==> config.mk <==
export PLATFORM = sky130hd
export DESIGN_NAME = mvu_job_scheduler
export DESIGN_NICKNAME = d
export VERILOG_FILES = /design/src/rtl/mvu_job_scheduler.sv
export SDC_FILE = /design/constraint.sdc
export NUM_CORES = 1
export LEC_CHECK = 0
export ABC_AREA = 1
export CAP_MARGIN = 10
export CELL_PAD_IN_SITES_DETAIL_PLACEMENT = 1
export CELL_PAD_IN_SITES_GLOBAL_PLACEMENT = 1
export CORE_AREA = 10 10 252 182
export DETAILED_ROUTE_END_ITERATION = 8
export DIE_AREA = 0 0 262 192
export HOLD_SLACK_MARGIN = 0.1
export PLACE_DENSITY_LB_ADDON = 0.1
export REMOVE_ABC_BUFFERS = 1
export SLEW_MARGIN = 20
export SYNTH_ARGS = -nofsm -noshare
export SYNTH_HDL_FRONTEND = slang
export SYNTH_SLANG_ARGS = --single-unit
==> constraint.sdc <==
create_clock -name clk -period 7.2 [get_ports clk]
set_clock_uncertainty 0.05 [all_clocks]
set_input_delay 1.44 -clock clk [delete_from_list [all_inputs] [get_ports clk]]
set_output_delay 1.44 -clock clk [all_outputs]
set_load 0.005 [all_outputs]
==> src/rtl/mvu_job_scheduler.sv <==
// mvu_job_scheduler
//   In-order job dispatcher between the host command path and NMVU
//   matrix-vector units. Jobs {mvu, tag} are queued in a small FIFO. The
//   head job is started on its target MVU once that MVU is idle. The
//   scheduler turns done pulses (or watchdog timeouts) into irq pulses and
//   completion records, which are handed out in fixed priority order.
//
// Ports
//   clk, rst_n              clock, synchronous active-low reset
//   job_valid/job_ready     job push handshake; job_mvu, job_tag descriptor
//   mvu_start[NMVU]         one-cycle start pulse to each MVU
//   mvu_done[NMVU]          one-cycle done pulse from each MVU
//   mvu_irq[NMVU]           one-cycle irq pulse when a job finishes or times out
//   busy[NMVU]              MVU has an outstanding job (running or awaiting completion)
//   q_count                 FIFO occupancy
//   cmpl_valid/cmpl_ready   completion handshake; cmpl_mvu, cmpl_tag, cmpl_err record
//   err_spurious            sticky: done seen on an MVU that was not running
module mvu_job_scheduler #(
  parameter int NMVU  = 8,
  parameter int DEPTH = 4,
  parameter int TAGW  = 8,
  parameter int TOW   = 20
) (
  input  logic                       clk,
  input  logic                       rst_n,
  input  logic                       job_valid,
  output logic                       job_ready,
  input  logic [$clog2(NMVU)-1:0]    job_mvu,
  input  logic [TAGW-1:0]            job_tag,
  output logic [NMVU-1:0]            mvu_start,
  input  logic [NMVU-1:0]            mvu_done,
  output logic [NMVU-1:0]            mvu_irq,
  output logic [NMVU-1:0]            busy,
  output logic [$clog2(DEPTH):0]     q_count,
  output logic                       cmpl_valid,
  input  logic                       cmpl_ready,
  output logic [$clog2(NMVU)-1:0]    cmpl_mvu,
  output logic [TAGW-1:0]            cmpl_tag,
  output logic                       cmpl_err,
  output logic                       err_spurious
);

  localparam int MW = $clog2(NMVU);
  localparam int PW = $clog2(DEPTH);
  localparam int CW = PW + 1;

  // Timeout is taken on the edge where the counter would become all-ones.
  localparam logic [TOW-1:0] WD_LAST = {{(TOW-1){1'b1}}, 1'b0};
  localparam logic [TOW-1:0] WD_ONE  = {{(TOW-1){1'b0}}, 1'b1};

  typedef enum logic [1:0] {
    ST_IDLE = 2'd0,
    ST_BUSY = 2'd1,
    ST_PEND = 2'd2
  } mvu_st_e;

  // FIFO storage and pointers
  logic [DEPTH-1:0][MW-1:0]   fifo_mvu_q, fifo_mvu_d;
  logic [DEPTH-1:0][TAGW-1:0] fifo_tag_q, fifo_tag_d;
  logic [PW-1:0]              wr_ptr_q, wr_ptr_d, rd_ptr_q, rd_ptr_d;
  logic [CW-1:0]              count_q, count_d;

  // Per-MVU state
  logic [NMVU-1:0][1:0]       st_q, st_d;
  logic [NMVU-1:0][TOW-1:0]   wd_q, wd_d;
  logic [NMVU-1:0][TAGW-1:0]  tag_q, tag_d;
  logic [NMVU-1:0]            err_q, err_d;
  logic [NMVU-1:0]            start_q, start_d, irq_q, irq_d;
  logic                       spur_q, spur_d;

  // Completion record registers
  logic                       cmpl_valid_q, cmpl_valid_d;
  logic [MW-1:0]              cmpl_mvu_q, cmpl_mvu_d;
  logic [TAGW-1:0]            cmpl_tag_q, cmpl_tag_d;
  logic                       cmpl_err_q, cmpl_err_d;

  logic                       job_ready_s, push_s, pop_s, cmpl_hs_s;
  logic [MW-1:0]              head_mvu_s, sel_s;
  logic [TAGW-1:0]            head_tag_s;
  logic [NMVU-1:0]            pend_nxt_s, busy_s;

  assign job_ready_s = (count_q < CW'(DEPTH));
  assign push_s      = job_valid && job_ready_s;
  assign head_mvu_s  = fifo_mvu_q[rd_ptr_q];
  assign head_tag_s  = fifo_tag_q[rd_ptr_q];
  // Dispatch looks only at registered state, so a slot freed by a handshake
  // this cycle is reused one cycle later.
  assign pop_s       = (count_q != CW'(0)) && (st_q[head_mvu_s] == ST_IDLE);
  assign cmpl_hs_s   = cmpl_valid_q && cmpl_ready;

  // FIFO next state: write on push, advance head on pop.
  always_comb begin
    fifo_mvu_d = fifo_mvu_q;
    fifo_tag_d = fifo_tag_q;
    wr_ptr_d   = wr_ptr_q;
    rd_ptr_d   = rd_ptr_q;
    if (push_s) begin
      fifo_mvu_d[wr_ptr_q] = job_mvu;
      fifo_tag_d[wr_ptr_q] = job_tag;
      wr_ptr_d             = wr_ptr_q + PW'(1);
    end else begin
      wr_ptr_d = wr_ptr_q;
    end
    if (pop_s) begin
      rd_ptr_d = rd_ptr_q + PW'(1);
    end else begin
      rd_ptr_d = rd_ptr_q;
    end
    case ({push_s, pop_s})
      2'b10:   count_d = count_q + CW'(1);
      2'b01:   count_d = count_q - CW'(1);
      default: count_d = count_q;
    endcase
  end

  // Per-MVU IDLE/BUSY/PEND transitions, watchdog, dispatch and pulses.
  always_comb begin
    st_d    = st_q;
    wd_d    = wd_q;
    tag_d   = tag_q;
    err_d   = err_q;
    irq_d   = '0;
    start_d = '0;
    spur_d  = spur_q;
    for (int i = 0; i < NMVU; i++) begin
      if (st_q[i] == ST_BUSY) begin
        // done has priority over a coinciding timeout
        if (mvu_done[i]) begin
          st_d[i]  = ST_PEND;
          err_d[i] = 1'b0;
          irq_d[i] = 1'b1;
        end else if (wd_q[i] == WD_LAST) begin
          st_d[i]  = ST_PEND;
          err_d[i] = 1'b1;
          irq_d[i] = 1'b1;
        end else begin
          wd_d[i] = wd_q[i] + WD_ONE;
        end
      end else begin
        spur_d = spur_d | mvu_done[i];
      end
    end
    if (cmpl_hs_s) begin
      st_d[cmpl_mvu_q] = ST_IDLE;
    end else begin
      st_d = st_d;
    end
    if (pop_s) begin
      st_d[head_mvu_s]    = ST_BUSY;
      wd_d[head_mvu_s]    = '0;
      tag_d[head_mvu_s]   = head_tag_s;
      start_d[head_mvu_s] = 1'b1;
    end else begin
      start_d = '0;
    end
  end

  // Completion record: held while offered and not accepted, otherwise
  // reloaded with the lowest-index MVU that will be pending next cycle.
  always_comb begin
    sel_s = '0;
    for (int i = 0; i < NMVU; i++) begin
      pend_nxt_s[i] = (st_d[i] == ST_PEND);
    end
    for (int i = NMVU - 1; i >= 0; i--) begin
      if (pend_nxt_s[i]) begin
        sel_s = MW'(i);
      end else begin
        sel_s = sel_s;
      end
    end
    if (cmpl_valid_q && !cmpl_ready) begin
      cmpl_valid_d = cmpl_valid_q;
      cmpl_mvu_d   = cmpl_mvu_q;
      cmpl_tag_d   = cmpl_tag_q;
      cmpl_err_d   = cmpl_err_q;
    end else if (|pend_nxt_s) begin
      cmpl_valid_d = 1'b1;
      cmpl_mvu_d   = sel_s;
      cmpl_tag_d   = tag_d[sel_s];
      cmpl_err_d   = err_d[sel_s];
    end else begin
      cmpl_valid_d = 1'b0;
      cmpl_mvu_d   = '0;
      cmpl_tag_d   = '0;
      cmpl_err_d   = 1'b0;
    end
  end

  // All state registers with synchronous active-low reset.
  always_ff @(posedge clk) begin
    if (!rst_n) begin
      fifo_mvu_q   <= '0;
      fifo_tag_q   <= '0;
      wr_ptr_q     <= '0;
      rd_ptr_q     <= '0;
      count_q      <= '0;
      st_q         <= '0;
      wd_q         <= '0;
      tag_q        <= '0;
      err_q        <= '0;
      start_q      <= '0;
      irq_q        <= '0;
      spur_q       <= 1'b0;
      cmpl_valid_q <= 1'b0;
      cmpl_mvu_q   <= '0;
      cmpl_tag_q   <= '0;
      cmpl_err_q   <= 1'b0;
    end else begin
      fifo_mvu_q   <= fifo_mvu_d;
      fifo_tag_q   <= fifo_tag_d;
      wr_ptr_q     <= wr_ptr_d;
      rd_ptr_q     <= rd_ptr_d;
      count_q      <= count_d;
      st_q         <= st_d;
      wd_q         <= wd_d;
      tag_q        <= tag_d;
      err_q        <= err_d;
      start_q      <= start_d;
      irq_q        <= irq_d;
      spur_q       <= spur_d;
      cmpl_valid_q <= cmpl_valid_d;
      cmpl_mvu_q   <= cmpl_mvu_d;
      cmpl_tag_q   <= cmpl_tag_d;
      cmpl_err_q   <= cmpl_err_d;
    end
  end

  // busy covers both running and awaiting-completion MVUs.
  always_comb begin
    for (int i = 0; i < NMVU; i++) begin
      busy_s[i] = (st_q[i] != ST_IDLE);
    end
  end

  assign job_ready    = job_ready_s;
  assign mvu_start    = start_q;
  assign mvu_irq      = irq_q;
  assign busy         = busy_s;
  assign q_count      = count_q;
  assign cmpl_valid   = cmpl_valid_q;
  assign cmpl_mvu     = cmpl_mvu_q;
  assign cmpl_tag     = cmpl_tag_q;
  assign cmpl_err     = cmpl_err_q;
  assign err_spurious = spur_q;

endmodule

==> results of run 1 <==
[power groups by stage]
stage / clock network [uW] / logic [uW] / registers [uW]
after floorplan: 0 / 1700 / 2170
after global placement: 0 / 2510 / 2200
after detailed placement: 0 / 2610 / 2210
after CTS: 1980 / 2630 / 2170
after global routing: 2060 / 2990 / 2190
final: 1930 / 2630 / 2170
[Yosys cell counts, types with 7 or more instances]
cell and n:
a211oi_1 9, a21oi_1 110, buf_2 23, buf_6 7, clkbuf_1 45, dfxtp_1 329, ha_1 21, inv_1 230
nand2_1 551, nand2_2 11, nand3_1 173, nand4_1 42, nor2_1 352, nor3_1 62, nor4_1 9, o21a_1 13
o21ai_0 130, o21ai_1 35, o22ai_1 25, xnor2_1 20, xor2_1 73
[metal layers]
metal / part of all wire, % / up-vias / global-route usage (%)
met2: 43 / 223 / 32.3
met3: 4.0 / 54 / 2.90
met4: 1.5 / 0 / 4.19
met1: 51 / 7371 / 29.8
li1: - / 7676 / -
met5: 0 / - / 0
[how the worst max path moves through the flow]
stage / slack, ns / depth (start not counted) / start / endpoint
global route: 1.67 / 17 / rd_ptr_q[1] / q_count[2]
CTS: 2.19 / 17 / rd_ptr_q[0] / q_count[2]
floorplan: 2.19 / 5 / rst_n / wd_q[91]
finish: 2.19 / 17 / rd_ptr_q[0] / q_count[2]
global placement: 2.41 / 17 / rd_ptr_q[0] / q_count[2]
detailed placement: 2.22 / 17 / rd_ptr_q[0] / q_count[2]
[kinds of logic (layout without fill, tap and decap cells)]
group	Yosys count	count (layout)	share of synthesized area (%)
AO/OA/AOI/OAI	351	351	12.1
adder cells (fa/ha/maj)	22	22	1.74
flip-flops	329	329	40.6
buffers and inverters	320	384	8.02
XOR/XNOR	93	93	5.02
AND/OR/NAND/NOR	1235	1235	32.5
multiplexers	1	1	0.0617
[stage by stage]
stage | instance area, um2 | util (%) | instances
after CTS | 18500 | 45.4 | 2959
after global placement | 17200 | 42.4 | 2891
after floorplan | 15800 | - | 2267
after global routing | 18500 | 45.4 | 2959
final | 18500 | 45.4 | 2959
after detailed placement | 17200 | 42.4 | 2891
[worst max-delay path: stages (launching register included)]
cell and delay (ns):
dfxtp_1 0.70, inv_2 0.26, nand2_1 0.11, nand3_1 0.07
nand2_1 0.23, inv_1 0.07, nand3_1 0.27, o21ai_1 0.15
nor2_4 0.43, nand3_4 0.54, inv_4 0.77, ha_1 0.27
inv_1 0.07, fa_1 0.38, a21oi_1 0.15, o21ai_0 0.13
o21ai_0 0.17, a21oi_1 0.05
[flip-flops by register name, indices dropped and copies added, names as in the netlist]
name / cells
cmpl_err: 1
mvu_start: 8
mvu_irq: 8
fifo_mvu_q: 12
cmpl_mvu: 3
rd_ptr_q: 2
err_spurious: 1
st_q: 16
wd_q: 160
wr_ptr_q: 2
q_count: 3
cmpl_tag: 8
cmpl_valid: 1
err_q: 8
fifo_tag_q: 32
tag_q: 64
[cell type report]
class | count | area, um2
clock buffers | 55 | 1100
clock inverters | 13 | 125
fillers | 5239 | 22200
inverters | 236 | 893
multi-input cells | 1702 | 8340
flip-flops and latches | 329 | 6590
well taps | 544 | 681
repair buffers | 80 | 756
==> summary.txt, run 1 <==
Detailed routing
  • DR iter-0 viols: 942
  • Via count: around 15000
  • Detail Route Antenna Nets: 0
  • WL/cell: around 17 um
  • Post-Route WL: between 50000 and 60000 um
  • Via/cell ratio: 5.18
  • Drt first pass iters: 4
  • Drt drc: 0

Synthesis
  • Post-Synthesis Cells: 2351
  • Synth Flop Type: dfxtp_1
  • Top-area cell type share of the netlist area: 40.6%
  • Seq/Total Area, Yosys: 40.6%
  • Synth unique cells: 57
  • Mapped Avg Cell Area: roughly 7 um2
  • Synth top area cells: dfxtp_1, nand2_1, nor2_1
  • Ys async rst share: 0%
  • Number of synthesized flops with an enable pin: 0
  • Synthesized area: ~16000 um2
  • Yosys warnings: 0
  • #FFs+latches synth: about 330
  • Leading area contributor after synthesis: dfxtp_1

GRT
  • Antenna violations before repair: 0
  • Largest net degree at the start of global routing: 84
  • GR Overflow Total: 0
  • First-pass GRT wire length: about 85000 um
  • Total track usage: between 20% and 30%
  • Vias in the first global route: 15753

CTS
  • Reg clk slew, reported paths: approximately 0.06 ns
  • Post-CTS setup buffers: 0
  • H-tree depth: 2
  • Post_cts resized: 0
  • CTS Hold Bufs: 0
  • Worst-case clock buffer depth: 3
  • TritonCTS clock tree: yes
  • TritonCTS Buffers: 38
  • Clk_lat worst skew: approximately 0.54 ns
  • Clock Tree Root: clkbuf_16
  • Clock Sinks: ~330

Critical path
  • Worst reg2reg setup slack: approximately 2.2 ns
  • Worst Path Max Fanout: a little over 70
  • CP Data Arrival Time: around 5.4 ns
  • Reg2Reg Depth: 17
  • CP Launch Type: flop
  • CP required: around 7.6 ns
  • Crit end category: flop
  • Worst reg2reg endpoint: q_count[2]
  • RR Startpoint: rd_ptr_q[0]
  • Critical path type: flop to flop

Cells and area
  • Most common cell after layout, fill and taps aside: nand2_1
  • Most frequent cells in the layout: nand2_1, nor2_1, dfxtp_1
  • Final net count: between 2000 and 2500
  • Ant diodes: 0
  • Layout cells sized above 1: 5.01%
  • Area grow syn2layout: 13.9%

Power
  • Switch share: around two fifths
  • Switching pwr: roughly 2800 uW
  • Sequential share of power: around 32%
  • Part of the power in the clock network: around 29%
  • Int Pwr: slightly below 4000 uW
  • Total Power: between 6000 and 7000 uW
  • PwrDens: 364 nW/um2
  • Peak VDD IR: roughly 0.19 mV
  • Combinational Power Share: about two fifths
  • Total leakage power: ~0.0073 uW

Min path
  • Hold depth: 2
  • Hold Path End: fifo_tag_q[6]
  • Hold Path Origin: fifo_tag_q[6]
  • Worst Hold Class: flop to flop

Timing
  • Final worst-path cycle share: 69.6%
  • Total Neg Setup Slack: 0 ns
  • Worst relative slew slack: roughly a third
  • Hold Fails Final Rpt: 0
  • Final worst setup slack: approximately 2.2 ns
  • Final-report max-slew violation count: 0
  • Worst Tran Pin Value: 0.999 ns
  • Tmin final: about 5 ns
  • Min Hold Slack: 0.399 ns
  • Fmax: between 150 and 200 MHz
  • Endpoints failing setup: 0
  • RSZ-0062 raised after global routing: false

Placement
  • DP HPWL: ~38000 um
  • Dpl ws: roughly 2.2 ns
  • IO buf count: 64
  • Placer Congestion: 0.826

Floorplan
  • Placement row count: between 60 and 70
  • Core area: 40700 um2
  • Die width: 262 um
  • DIE AREA: just over 50000 um2
  • Initial Util: 39.8%
  • I/O pin total: 65
  • Die H: 192 um

Outcome
  • Status: finished, final reports clean

Job
  • Maxcap violations: 0
Power figures use the tool's default switching activity.
==> inputs of run 2 (changes only) <==
- clock period: 7.2 -> 4.9 ns (I/O delays scaled with it)
==> run 2 against run 1 <==
Critical path depth grew 2. Utilization is 0.36 points higher. Maximum frequency is 24% higher. Worst setup slack lost 1.3 ns. First-iteration DRC count is 11% lower. Combinational power up 48%. Cell count up 0.44%. Critical endpoint unchanged. Largest cell class unchanged.
==> summary.txt, run 2 (synthesized netlist as in run 1, its figures left out) <==
Timing
  • Endpoints failing setup: 0 (unchanged)
  • Final worst-path cycle share: 82.2% (was 69.6%)
  • Worst Tran Pin Value: 1.04 ns (was 0.999 ns)
  • Tmin final: 4.03 ns (was 5.01 ns)
  • Fmax: 248 MHz (was 200 MHz)
  • RSZ-0062 raised after global routing: false (unchanged)
  • Hold Fails Final Rpt: 0 (unchanged)
  • Worst relative slew slack: 30.3% (was 33.4%)
  • Total Neg Setup Slack: 0 ns (unchanged)
  • Final-report max-slew violation count: 0 (unchanged)

CTS
  • H-tree depth: 2 (unchanged)
  • Clock Sinks: 329 (unchanged)
  • CTS Hold Bufs: 0 (unchanged)
  • TritonCTS clock tree: yes (unchanged)
  • Reg clk slew, reported paths: 0.06 ns (about the same)
  • Clk_lat worst skew: 0.53 ns (was 0.54 ns)
  • Worst-case clock buffer depth: 3 (unchanged)
  • Clock Tree Root: clkbuf_16 (unchanged)
  • Post_cts resized: 0 (unchanged)
  • Post-CTS setup buffers: 0 (unchanged)
  • TritonCTS Buffers: 37 (was 38)

Floorplan
  • Die H: 192 um (unchanged)
  • Die width: 262 um (unchanged)
  • Initial Util: 39.8% (unchanged)
  • I/O pin total: 65 (unchanged)
  • Placement row count: 62 (unchanged)
  • DIE AREA: 50300 um2 (unchanged)
  • Core area: 40700 um2 (unchanged)

GRT
  • Largest net degree at the start of global routing: 79 (was 84)
  • Vias in the first global route: 15792 (was 15753)
  • First-pass GRT wire length: 85200 um (was 84800 um)
  • Antenna violations before repair: 0 (unchanged)
  • Total track usage: 20.8% (was 20.7%)
  • GR Overflow Total: 0 (unchanged)

Power
  • PwrDens: 535 nW/um2 (was 364 nW/um2)
  • Total leakage power: 0.00739 uW (was 0.00731 uW)
  • Peak VDD IR: 0.240 mV (was 0.185 mV)

Cells and area
  • Ant diodes: 0 (unchanged)
  • Most frequent cells in the layout: nand2_1, nor2_1, dfxtp_1 (unchanged)
  • Utilization after layout: 45.7% (was 45.4%)
  • Max FFs per register: 160 (unchanged)
  • Top flop regs: wd_q: 160 flops, tag_q: 64 flops, fifo_tag_q: 32 flops (unchanged)
  • Layout cells sized above 1: 5.77% (was 5.01%)
  • Final net count: 2447 (was 2432)
  • Area grow syn2layout: 14.8% (was 13.9%)
  • Most common cell after layout, fill and taps aside: nand2_1 (unchanged)
  • Biggest register: wd_q (unchanged)

Detailed routing
  • Drt first pass iters: 5 (was 4)
  • Via/cell ratio: 5.21 (was 5.18)
  • DR iter-0 viols: 840 (was 942)
  • Post-Route WL: 52400 um (was 51600 um)
  • Via count: 15481 (was 15324)
  • Detail Route Antenna Nets: 0 (unchanged)
  • WL/cell: 17.6 um (was 17.4 um)
  • Drt drc: 0 (unchanged)

Outcome
  • Status: finished, final reports clean (unchanged)

Critical path
  • Crit path from: rd_ptr_q[0] (unchanged)
  • Worst Path Max Fanout: 24 (was 72)
  • Crit end category: flop (unchanged)
  • CP Launch Type: flop (unchanged)
  • Slowest cell on the critical path: dfxtp_1 (was inv_4)
  • CP delay by family, top: simple AND/OR/NAND/NOR gates (unchanged)
  • CP required: 5.26 ns (was 7.56 ns)
  • RR Startpoint: rd_ptr_q[0] (unchanged)
  • Critical path type: flop to flop (unchanged)
  • CP Data Arrival Time: 4.39 ns (was 5.37 ns)
  • Most frequent CP cell: nand2_1
  • Crit-path max cell delay: 0.85 ns (was 0.77 ns)
  • CP Cell Sequence: inv_2, nand2_1, o211ai_2, nand2_1, inv_2, nand2_1, inv_1, nand2_1, o21ai_1, nor2_4, nand3_4, inv_4, ha_1, inv_1, fa_1, a21oi_1, o21ai_0, o21ai_0, a21oi_1 (was inv_2, nand2_1, nand3_1, nand2_1, inv_1, nand3_1, o21ai_1, nor2_4, nand3_4, inv_4, ha_1, inv_1, fa_1, a21oi_1, o21ai_0, o21ai_0, a21oi_1)
  • Worst path bufs/invs: 5 (was 4)

Job
  • Maxcap violations: 0 (unchanged)

Min path
  • Hold Path Origin: fifo_mvu_q[7] (was fifo_tag_q[6])
  • Worst Hold Class: flop to flop (unchanged)

Placement
  • Placer Congestion: 0.806 (was 0.826)
  • DP HPWL: 36700 um (was 37500 um)
  • IO buf count: 64 (unchanged)
[run 2: cell types whose count changed in the layout (fill, tap and decap cells not counted), sizes merged]
cell / before / now
inv: 237 / 235
bufinv: 2 / 5
clkbuf: 55 / 45
buf: 17 / 33
clkinv: 10 / 13
clkinvlp: 0 / 3
[run 2: final cells by class]
cell class,count,area (um2)
Sequential cell,329,6590
Clock inverter,20,236
Inverter,236,893
Fill cell,5253,22100
Clock buffer,45,1010
Tap cell,544,681
Multi-Input combinational cell,1702,8330
Timing Repair Buffer,96,888
[run 2: power by group]
| part | internal, uW | switching [uW] |
|---|---|---|
| logic | 1190 | 2690 |
| registers | 2980 | 202 |
| clock network | 1730 | 1180 |
| total | 5890 | 4070 |
[run 2: final timing paths]
kind / endpoint / slack, ns / cells past startpoint
max: q_count[2] / 0.87 / 19
min: fifo_mvu_q[7] / 0.40 / 2
max reg2reg: q_count[2] / 0.87 / 19
min reg2reg: fifo_mvu_q[7] / 0.40 / 2
[run 2: metrics by stage]
stage               setup WS (ns)  power [uW]  hold WS (ns)  instance area, um2  std cells
floorplan                   0.348        5680         0.374               15800       2267
finish                      0.870        9970         0.405               18600       2972
CTS                         0.896       10000         0.404               18600       2972
global route                0.520       10700         0.418               18600       2972
detailed placement          0.746        7080         0.395               17400       2907
global placement            0.848        6940         0.387               17400       2907
[run 2: routing by layer]
metal	vias up	GRT usage, %	wire length [um]
li1	7716	-	-
met1	7470	29.5	26600
met2	234	32.5	22600
met3	61	3.16	2170
met4	0	4.85	1000
met5	-	0	0
[run 2: worst reg2reg max path, cell delays in order, from the launching register on]
cell and delay [ns]:
dfxtp_1 0.85, inv_2 0.15, nand2_1 0.13, o211ai_2 0.08, nand2_1 0.18, inv_2 0.07
nand2_1 0.11, inv_1 0.07, nand2_1 0.06, o21ai_1 0.11, nor2_4 0.44, nand3_4 0.26
inv_4 0.27, ha_1 0.20, inv_1 0.07, fa_1 0.37, a21oi_1 0.14, o21ai_0 0.11
o21ai_0 0.16, a21oi_1 0.06
